--- src/rtl/qspi_pkg.sv ---
// Shared definitions for the QSPI transmit path.
// Holds lane-mode encodings, the TX shifter state enumeration and small
// per-mode helpers (lane normalisation, bits per tick, pad output enables).
package qspi_pkg;

    localparam logic [1:0] MODE_SINGLE = 2'b00;
    localparam logic [1:0] MODE_DUAL   = 2'b01;
    localparam logic [1:0] MODE_QUAD   = 2'b10;

    typedef enum logic [1:0] {
        ST_IDLE  = 2'd0,
        ST_FETCH = 2'd1,
        ST_WAIT  = 2'd2,
        ST_SHIFT = 2'd3
    } state_t;

    // Encoding 2'b11 is not a real mode and runs as single lane.
    function automatic logic [1:0] norm_mode(input logic [1:0] m);
        return ((m == MODE_DUAL) || (m == MODE_QUAD)) ? m : MODE_SINGLE;
    endfunction

    function automatic logic [2:0] bpt_for_mode(input logic [1:0] m);
        case (m)
            MODE_DUAL: return 3'd2;
            MODE_QUAD: return 3'd4;
            default:   return 3'd1;
        endcase
    endfunction

    function automatic logic [3:0] oe_for_mode(input logic [1:0] m);
        case (m)
            MODE_DUAL: return 4'b0011;
            MODE_QUAD: return 4'b1111;
            default:   return 4'b0001;
        endcase
    endfunction

endpackage

--- src/rtl/qspi_tx_shifter_if.sv ---
// TX FIFO read port as seen by the shifter.
//   fifo_rd_en_o   : pop request (shifter -> FIFO)
//   fifo_rd_data_i : registered read data, valid the cycle after a pop
//   fifo_empty_i   : FIFO empty flag
interface qspi_tx_shifter_if #(
    parameter int unsigned WIDTH = 32
);
    logic             fifo_rd_en_o;
    logic [WIDTH-1:0] fifo_rd_data_i;
    logic             fifo_empty_i;

    modport master (
        output fifo_rd_en_o,
        input  fifo_rd_data_i,
        input  fifo_empty_i
    );

    modport slave (
        input  fifo_rd_en_o,
        output fifo_rd_data_i,
        output fifo_empty_i
    );
endinterface

--- src/rtl/qspi_tx_stage.sv ---
// One-entry prefetch register holding the next FIFO word while the current
// one is shifted out.
//   clk, reset      : clock, synchronous active-high reset
//   load_i, data_i  : capture a word and mark the entry valid
//   take_i          : consumer took the word, entry becomes empty
//   flush_i         : discard the entry
//   valid_o, data_o : entry state and contents
module qspi_tx_stage #(
    parameter int unsigned WIDTH = 32
) (
    input  logic             clk,
    input  logic             reset,
    input  logic             load_i,
    input  logic [WIDTH-1:0] data_i,
    input  logic             take_i,
    input  logic             flush_i,
    output logic             valid_o,
    output logic [WIDTH-1:0] data_o
);

    // Flush wins over everything; load and take never coincide by construction.
    always_ff @(posedge clk) begin
        if (reset || flush_i) begin
            valid_o <= 1'b0;
            data_o  <= '0;
        end else if (load_i) begin
            valid_o <= 1'b1;
            data_o  <= data_i;
        end else if (take_i) begin
            valid_o <= 1'b0;
        end
    end

endmodule

--- src/rtl/qspi_tx_shifter.sv ---
// QSPI transmit serializer: pops words from the TX FIFO and shifts them out on
// 1, 2 or 4 lanes, one bit-group per SCLK tick, byte 0 first, MSB first.
//   clk, reset             : clock, synchronous active-high reset
//   start_i, abort_i       : begin / cancel a transfer
//   mode_i, len_i          : lane mode and byte count, latched at start
//   tick_i                 : shift tick from the SCLK generator
//   fifo                   : TX FIFO read port (master side)
//   io_o, io_oe_o          : pad data and output enables
//   busy_o, ready_o        : transfer active / tick will be consumed
//   done_o, underrun_o     : completion pulse / sticky tick-starvation flag
//   bytes_left_o           : bytes not yet fully shifted
module qspi_tx_shifter
    import qspi_pkg::*;
#(
    parameter int unsigned WIDTH = 32,
    parameter int unsigned CNT_W = 16
) (
    input  logic                     clk,
    input  logic                     reset,
    input  logic                     start_i,
    input  logic                     abort_i,
    input  logic [1:0]               mode_i,
    input  logic [CNT_W-1:0]         len_i,
    input  logic                     tick_i,
    qspi_tx_shifter_if.master        fifo,
    output logic [3:0]               io_o,
    output logic [3:0]               io_oe_o,
    output logic                     busy_o,
    output logic                     ready_o,
    output logic                     done_o,
    output logic                     underrun_o,
    output logic [CNT_W-1:0]         bytes_left_o
);

    localparam int unsigned BPW   = WIDTH / 8;
    localparam int unsigned IDX_W = (BPW > 1) ? $clog2(BPW) : 1;

    state_t             state_q, state_d;
    logic [1:0]         mode_q;
    logic [WIDTH-1:0]   sh_q, sh_shift;
    logic [2:0]         bit_cnt_q;
    logic [IDX_W-1:0]   byte_idx_q;
    logic [CNT_W-1:0]   bytes_left_q, fetch_left_q;
    logic               inflight_q, underrun_q, done_q;

    logic               take, byte_done, last_byte, word_end, reload, rd_en;
    logic [3:0]         bit_sum;
    logic               stage_valid, stage_load, stage_take, stage_flush;
    logic [WIDTH-1:0]   stage_data;

    // Reorder a FIFO word so the next group to send always sits at the MSBs.
    function automatic logic [WIDTH-1:0] to_stream(input logic [WIDTH-1:0] w);
        logic [WIDTH-1:0] s;
        s = '0;
        for (int i = 0; i < int'(BPW); i++) begin
            s[WIDTH-1-8*i -: 8] = w[8*i +: 8];
        end
        return s;
    endfunction

    qspi_tx_stage #(.WIDTH(WIDTH)) u_stage (
        .clk     (clk),
        .reset   (reset),
        .load_i  (stage_load),
        .data_i  (fifo.fifo_rd_data_i),
        .take_i  (stage_take),
        .flush_i (stage_flush),
        .valid_o (stage_valid),
        .data_o  (stage_data)
    );

    // State register.
    always_ff @(posedge clk) begin
        if (reset) state_q <= ST_IDLE;
        else       state_q <= state_d;
    end

    // Next-state logic.
    always_comb begin
        state_d = state_q;
        case (state_q)
            ST_IDLE:  if (start_i && (len_i != '0)) state_d = ST_FETCH;
            ST_FETCH: begin
                if (abort_i)    state_d = ST_IDLE;
                else if (rd_en) state_d = ST_WAIT;
            end
            ST_WAIT:  state_d = abort_i ? ST_IDLE : ST_SHIFT;
            ST_SHIFT: begin
                if (abort_i)
                    state_d = ST_IDLE;
                else if (take && last_byte)
                    state_d = ST_IDLE;
                else if (take && word_end && !stage_valid && !inflight_q)
                    state_d = rd_en ? ST_WAIT : ST_FETCH;
            end
            default:  state_d = ST_IDLE;
        endcase
    end

    // Outputs and datapath strobes.
    always_comb begin
        busy_o       = (state_q != ST_IDLE);
        ready_o      = (state_q == ST_SHIFT);
        done_o       = done_q;
        underrun_o   = underrun_q;
        bytes_left_o = bytes_left_q;
        take         = ready_o && tick_i && !abort_i;
        bit_sum      = 4'(bit_cnt_q) + 4'(bpt_for_mode(mode_q));
        byte_done    = take && bit_sum[3];
        last_byte    = byte_done && (bytes_left_q == CNT_W'(1));
        word_end     = byte_done && ((byte_idx_q == IDX_W'(BPW - 1)) || last_byte);

        // Prefetch only with an empty stage and nothing in flight so a
        // returning word always has somewhere to land.
        rd_en = 1'b0;
        if (!reset && !abort_i && (fetch_left_q != '0) && !fifo.fifo_empty_i) begin
            if (state_q == ST_FETCH)
                rd_en = 1'b1;
            else if ((state_q == ST_SHIFT) && !stage_valid && !inflight_q)
                rd_en = 1'b1;
        end

        // A word arriving from the FIFO this very cycle is bypassed straight
        // into the shift register when it is needed at a word boundary.
        reload      = take && word_end && !last_byte && (stage_valid || inflight_q);
        stage_take  = reload && stage_valid;
        stage_load  = ready_o && inflight_q && !reload && !abort_i;
        stage_flush = abort_i || (take && last_byte);

        io_o = 4'b0000;
        if (ready_o) begin
            case (mode_q)
                MODE_DUAL: io_o = {2'b00, sh_q[WIDTH-1 -: 2]};
                MODE_QUAD: io_o = sh_q[WIDTH-1 -: 4];
                default:   io_o = {3'b000, sh_q[WIDTH-1]};
            endcase
        end
        io_oe_o = busy_o ? oe_for_mode(mode_q) : 4'b0000;

        case (mode_q)
            MODE_DUAL: sh_shift = sh_q << 2;
            MODE_QUAD: sh_shift = sh_q << 4;
            default:   sh_shift = sh_q << 1;
        endcase
    end

    assign fifo.fifo_rd_en_o = rd_en;

    // Datapath: shift register, counters and status flags.
    always_ff @(posedge clk) begin
        if (reset) begin
            mode_q       <= MODE_SINGLE;
            sh_q         <= '0;
            bit_cnt_q    <= '0;
            byte_idx_q   <= '0;
            bytes_left_q <= '0;
            fetch_left_q <= '0;
            inflight_q   <= 1'b0;
            underrun_q   <= 1'b0;
            done_q       <= 1'b0;
        end else begin
            inflight_q <= rd_en;
            done_q     <= 1'b0;
            if (state_q == ST_IDLE) begin
                if (start_i) begin
                    mode_q       <= norm_mode(mode_i);
                    bytes_left_q <= len_i;
                    fetch_left_q <= CNT_W'(({1'b0, len_i} + (CNT_W+1)'(BPW - 1)) / (CNT_W+1)'(BPW));
                    bit_cnt_q    <= '0;
                    byte_idx_q   <= '0;
                    underrun_q   <= 1'b0;
                    done_q       <= (len_i == '0);
                end
            end else if (abort_i) begin
                sh_q         <= '0;
                bytes_left_q <= '0;
                fetch_left_q <= '0;
            end else begin
                if (rd_en) fetch_left_q <= fetch_left_q - CNT_W'(1);
                if (tick_i && !ready_o) underrun_q <= 1'b1;
                if (state_q == ST_WAIT) begin
                    sh_q       <= to_stream(fifo.fifo_rd_data_i);
                    bit_cnt_q  <= '0;
                    byte_idx_q <= '0;
                end else if (take) begin
                    if (reload) begin
                        sh_q       <= to_stream(stage_valid ? stage_data : fifo.fifo_rd_data_i);
                        bit_cnt_q  <= '0;
                        byte_idx_q <= '0;
                    end else begin
                        sh_q      <= sh_shift;
                        bit_cnt_q <= bit_sum[2:0];
                        if (byte_done) byte_idx_q <= byte_idx_q + IDX_W'(1);
                    end
                    if (byte_done) bytes_left_q <= bytes_left_q - CNT_W'(1);
                    if (last_byte) done_q <= 1'b1;
                end
            end
        end
    end

endmodule

--- src/flat_wrapper.sv ---
// flat-port wrapper written by rule: the top's interface ports become plain ports
module qspi_tx_shifter_flat import qspi_pkg::*;
#(
    parameter int unsigned WIDTH = 32,
    parameter int unsigned CNT_W = 16
)
  (clk, reset, start_i, abort_i, mode_i, len_i, tick_i, io_o, io_oe_o, busy_o, ready_o, done_o, underrun_o, bytes_left_o, fifo_fifo_rd_en_o, fifo_fifo_rd_data_i, fifo_fifo_empty_i);
  qspi_tx_shifter_if #(.WIDTH(WIDTH)) fifo_i ();
  input  logic clk;
  input  logic reset;
  input  logic start_i;
  input  logic abort_i;
  input  logic [1:0] mode_i;
  input  logic [CNT_W-1:0] len_i;
  input  logic tick_i;
  output logic [3:0] io_o;
  output logic [3:0] io_oe_o;
  output logic busy_o;
  output logic ready_o;
  output logic done_o;
  output logic underrun_o;
  output logic [CNT_W-1:0] bytes_left_o;
  output wire logic [$bits(fifo_i.fifo_rd_en_o)-1:0] fifo_fifo_rd_en_o;
  input wire logic [$bits(fifo_i.fifo_rd_data_i)-1:0] fifo_fifo_rd_data_i;
  input wire logic [$bits(fifo_i.fifo_empty_i)-1:0] fifo_fifo_empty_i;
  assign fifo_fifo_rd_en_o = fifo_i.fifo_rd_en_o;
  assign fifo_i.fifo_rd_data_i = fifo_fifo_rd_data_i;
  assign fifo_i.fifo_empty_i = fifo_fifo_empty_i;
  qspi_tx_shifter #(.WIDTH(WIDTH), .CNT_W(CNT_W)) u_core (.clk(clk), .reset(reset), .start_i(start_i), .abort_i(abort_i), .mode_i(mode_i), .len_i(len_i), .tick_i(tick_i), .fifo(fifo_i), .io_o(io_o), .io_oe_o(io_oe_o), .busy_o(busy_o), .ready_o(ready_o), .done_o(done_o), .underrun_o(underrun_o), .bytes_left_o(bytes_left_o));
endmodule
--- config.mk ---
export PLATFORM = sky130hd
export DESIGN_NAME = qspi_tx_shifter_flat
export DESIGN_NICKNAME = d
export VERILOG_FILES = /design/src/rtl/qspi_pkg.sv /design/src/rtl/qspi_tx_shifter_if.sv /design/src/rtl/qspi_tx_stage.sv /design/src/rtl/qspi_tx_shifter.sv /design/src/flat_wrapper.sv
export SDC_FILE = /design/constraint.sdc
export NUM_CORES = 1
export LEC_CHECK = 0
export ABC_CLOCK_PERIOD_IN_PS = 5620
export BUFFER_PORTS_ARGS = -buffer_cell sky130_fd_sc_hd__buf_2
export CAP_MARGIN = 20
export CORE_ASPECT_RATIO = 1.75
export CORE_MARGIN = 2
export CORE_UTILIZATION = 60
export CTS_CLUSTER_DIAMETER = 80
export CTS_CLUSTER_SIZE = 24
export DETAILED_ROUTE_END_ITERATION = 7
export HOLD_SLACK_MARGIN = 0.03
export PLACE_DENSITY = 0.92
export SLEW_MARGIN = 20
export SYNTH_ARGS = -nofsm -noshare
export SYNTH_HDL_FRONTEND = slang
export SYNTH_HIERARCHICAL = 1
export SYNTH_SLANG_ARGS = --single-unit
--- constraint.sdc ---
create_clock -name clk -period 5.62 [get_ports clk]
set_input_delay 1.124 -clock clk [delete_from_list [all_inputs] [get_ports clk]]
set_output_delay 1.124 -clock clk [all_outputs]
set_load 0.03 [all_outputs]
==> Implementation_results.wiki <==
{| class="wikitable"
! Metric !! Value
|-
| Initial cell density of the core || 60.9%
|-
| Final worst hold slack || 0.471 ns
|-
| Critical Path Max Stage Delay || 0.89 ns
|-
| Placeable core area || 11900 um2
|-
| Register area || 2180 um2
|-
| Synthesized netlist cell count || 962
|-
| Sum of negative setup slack || 0 ns
|-
| Status || complete, no violations
|-
| Final-stage net count || 1059
|-
| Antenna fix cells || 0
|-
| PnR Total Power || 1810 uW
|-
| Routed wirelength normalized by instance count || 18.7 um
|-
| Mapped Nets || 1030
|-
| Async S/R FF share, synth || 0%
|-
| Total clock buffers created by CTS || 9
|-
| Endpoint required time on the critical path || 5.84 ns
|-
| Unrepaired setup endpoints after global routing || no
|-
| Met2 GRT Util || 54.9%
|-
| Worst slack at placement || 2.04 ns
|-
| Flip-flop and latch count after synthesis || 109
|-
| Data arrival time of the critical path || 3.90 ns
|-
| Critical path's slowest cell || a31oi_4
|-
| Vias in the first global route || 7032
|-
| Final Wtd Congestion || 0.981
|-
| Count of vias placed by the detailed router || 7705
|-
| Setup crit end kind || flip-flop
|-
| Total count of max-transition violations in the final report || 0
|-
| Number of buffers on the longest clock path || 2
|-
| Final non-filler cell area || 7910 um2
|-
| Worst setup SP type || flip-flop
|-
| Clock transition at the registers of the reported paths || 0.07 ns
|-
| GR met1 Demand/Resource || 36.3%
|-
| Synth Cell Area || 7270 um2
|-
| Portion of synthesized cell area occupied by the leading cell type || 30.0%
|-
| Endpoints failing setup || 0
|-
| Final worst clock skew || 0.00841 ns
|-
| Final hold viol count || 0
|-
| IR Drop Worst-Case VDD || 154 uV
|-
| Worst Path Max Fanout || 66
|-
| Number of gates resized after CTS || 0
|-
| Post-detailed-routing wire length || 21200 um
|-
| Post-place instance area || 7600 um2
|-
| Fraction of the yosys area taken by sequential cells || 30.0%
|-
| Total DRC errors in the routed layout || 0
|-
| CTS Root Buffer Type || clkbuf_16
|-
| Synthesized area divided by synthesized cell count || 7.56 um2
|-
| Leading register cell type out of synthesis || dfxtp_1
|-
| Maximum number of pins on one net before global-route repair || 74
|-
| Final ANT Viol Nets || 0
|-
| Final critical-path required period || 3.68 ns
|-
| Startpoint-to-endpoint class of the critical path || flip-flop to flip-flop
|-
| Clock network latency to the later pin of the worst-skew pair || 0.35 ns
|-
| GR Overflow Total || 0
|-
| Synth top area cells || dfxtp_1 (30%), o21ai_0 (7.1%), nand2_1 (5.8%)
|-
| Number of flops mapped to enable cells by yosys || 0
|-
| Initial drt markers || 724
|-
| Upper clock frequency limit || 272 MHz
|-
| Clock sinks || 109
|-
| Vias per std cell || 6.80
|-
| Core Rows || 53
|-
| Final worst-path setup slack || 1.94 ns
|-
| Cell taking the most area after synthesis || dfxtp_1
|-
| Number of hold buffers added after CTS || 0
|-
| Die H || 150 um
|-
| Leak || 0.00256 uW
|-
| Synth unique cells || 69
|-
| Chip width || 87.2 um
|-
| Busiest layer in global routing || met2
|-
| Total of fill cells in the finished design || 1060
|-
| Post-CTS setup-driven buffer insertion count || 0
|-
| Worst Hold Launch || u_core/bit_cnt_q[0]
|-
| Cell-by-cell trace of the critical path || inv_1 -> ha_1 -> buf_4 -> ha_1 -> a211oi_1 -> nor2_1 -> a31oi_4 -> buf_4 -> mux2i_1 -> nor2_1
|-
| Crit path max-delay family || compound AO/OA/AOI/OAI gates
|-
| Yosys warning count || 6
|-
| Worst flop-to-flop path startpoint || u_core/mode_q[0]
|-
| Slew headroom || 25.9%
|-
| Die footprint || 13100 um2
|-
| Max-capacitance violation count || 0
|-
| Met3 capacity usage during global routing || 4.03%
|-
| Fraction of layout instances using a drive strength above 1 || 16.1%
|-
| Transition time at the pin with the least slew margin || 1.11 ns
|-
| Clock tree from TritonCTS || yes
|-
| Synth-to-Final Area Change || 8.74%
|-
| All-layer global routing usage || 31.5%
|-
| Buffers added on ports || 84
|-
| Top-Level Pins || 85
|-
| Worst setup path start || u_core/mode_q[0]
|-
| Area used by multi-input combinational logic || 4650 um2
|-
| HPWL reported at the end of detailed placement || 14000 um
|-
| Total power per unit cell area || 229 nW/um2
|-
| Final Cycle Share || 65.4%
|-
| Global-route wire length before repair || 33400 um
|-
| DRT Pass-1 Iters || 6
|-
| Initial antenna violation count || 0
|-
| Maximum level of the CTS H-tree || 3
|-
| Class of the most critical hold timing path || flip-flop to flip-flop
|-
| Number of buffers and inverters on the critical path || 3
|}
## state kept, by name, indices dropped and copies added (netlist names), 2 cells and up
register               count
u_core/sh_q               32
u_core/fetch_left_q       16
u_core/state_q             2
u_core/mode_q              2
u_core/bit_cnt_q           3
u_core/bytes_left_o       16
u_core/byte_idx_q          2
u_core/u_stage/data_o     32
## layer usage
metal / vias to the layer above / part of all wire, %
met3: 93 / 8.5
met2: 487 / 51
li1: 3617 / -
met5: - / 0
met1: 3508 / 36
met4: 0 / 4.7
## cells in the mapped netlist (4+ instances only)
master and number:
nand4_1 12, buf_2 6, or2_2 4, o211ai_1 7, mux2_2 29, a21o_1 28, nor3_1 15, nor4_1 17
or4_1 4, and3_1 4, o21ai_0 103, inv_1 20, a211oi_1 10, o32ai_1 5, ha_1 11, mux2i_1 36
xnor2_1 8, o21ai_1 5, nor3b_1 5, a32oi_1 8, nand2b_1 5, and2_1 4, buf_6 5, o41ai_1 4
nand2_1 113, clkbuf_1 58, nor2_1 73, dfxtp_1 109, a22oi_1 35, a21oi_1 70, xor2_1 4, nand3_1 43
buf_1 6, a31oi_1 34, or3_1 6
## path summary, 6_finish.rpt
| path | slack (ns) | end | depth (start not counted) |
|---|---|---|---|
| worst max-delay path | 1.94 | u_core/u_stage/data_o[25] | 10 |
| worst min-delay path | 0.47 | u_core/bit_cnt_q[0] | 2 |
| worst max register to register | 1.94 | u_core/u_stage/data_o[25] | 10 |
| worst min register to register | 0.47 | u_core/bit_cnt_q[0] | 2 |
## power breakdown
part / internal [uW] / leakage (uW) / total (uW) / switching (uW)
Clock: 347 / 0.000132 / 646 / 298
Combinational: 114 / 0.00155 / 344 / 230
Sequential: 794 / 0.000884 / 825 / 30.7
Total: 1250 / 0.00256 / 1810 / 559
## worst min-delay path, delay by kind of cell, from the launching register on
kind	cells	cell delay, ns
flops	1	0.32
simple gates	1	0.05
compound gates	1	0.05
## per-stage QoR
step / utilization [%] / cells
6_report: 66.3 / 1133
5_1_grt: 66.3 / 1133
4_1_cts: 66.2 / 1132
3_5_place_dp: 63.7 / 1116
3_3_place_gp: 63.7 / 1116
2_1_floorplan: - / 962
## cell families after synthesis
group | after synthesis | share of synthesized area, %
buffers and inverters | 102 | 6.50
XOR/XNOR | 12 | 1.45
AO/OA/AOI/OAI | 338 | 29.3
adder cells (fa/ha/maj) | 12 | 2.17
multiplexers | 65 | 9.44
AND/OR/NAND/NOR | 324 | 21.1
flip-flops | 109 | 30.0
## final cells by class
| class | instances | share of cell area [%] |
|---|---|---|
| Tap cell | 137 | 2.17 |
| Sequential cell | 109 | 27.6 |
| Multi-Input combinational cell | 751 | 58.7 |
| Clock inverter | 5 | 0.775 |
| Clock buffer | 11 | 2.94 |
| Inverter | 21 | 0.997 |
| Timing Repair Buffer | 99 | 6.79 |
## cell usage in the layout (no fill, tap or decap), drive strengths merged, types with 11 or more instances in the layout
master / n
nand4: 12
a22oi: 35
nand3: 43
a31oi: 34
nor2: 74
inv: 20
nor3: 15
nor4: 18
mux2: 29
mux2i: 36
nand2: 113
a21o: 28
dfxtp: 109
ha: 11
buf: 99
o21ai: 108
a21oi: 71
clkbuf: 11
Power figures use the tool's default switching activity.
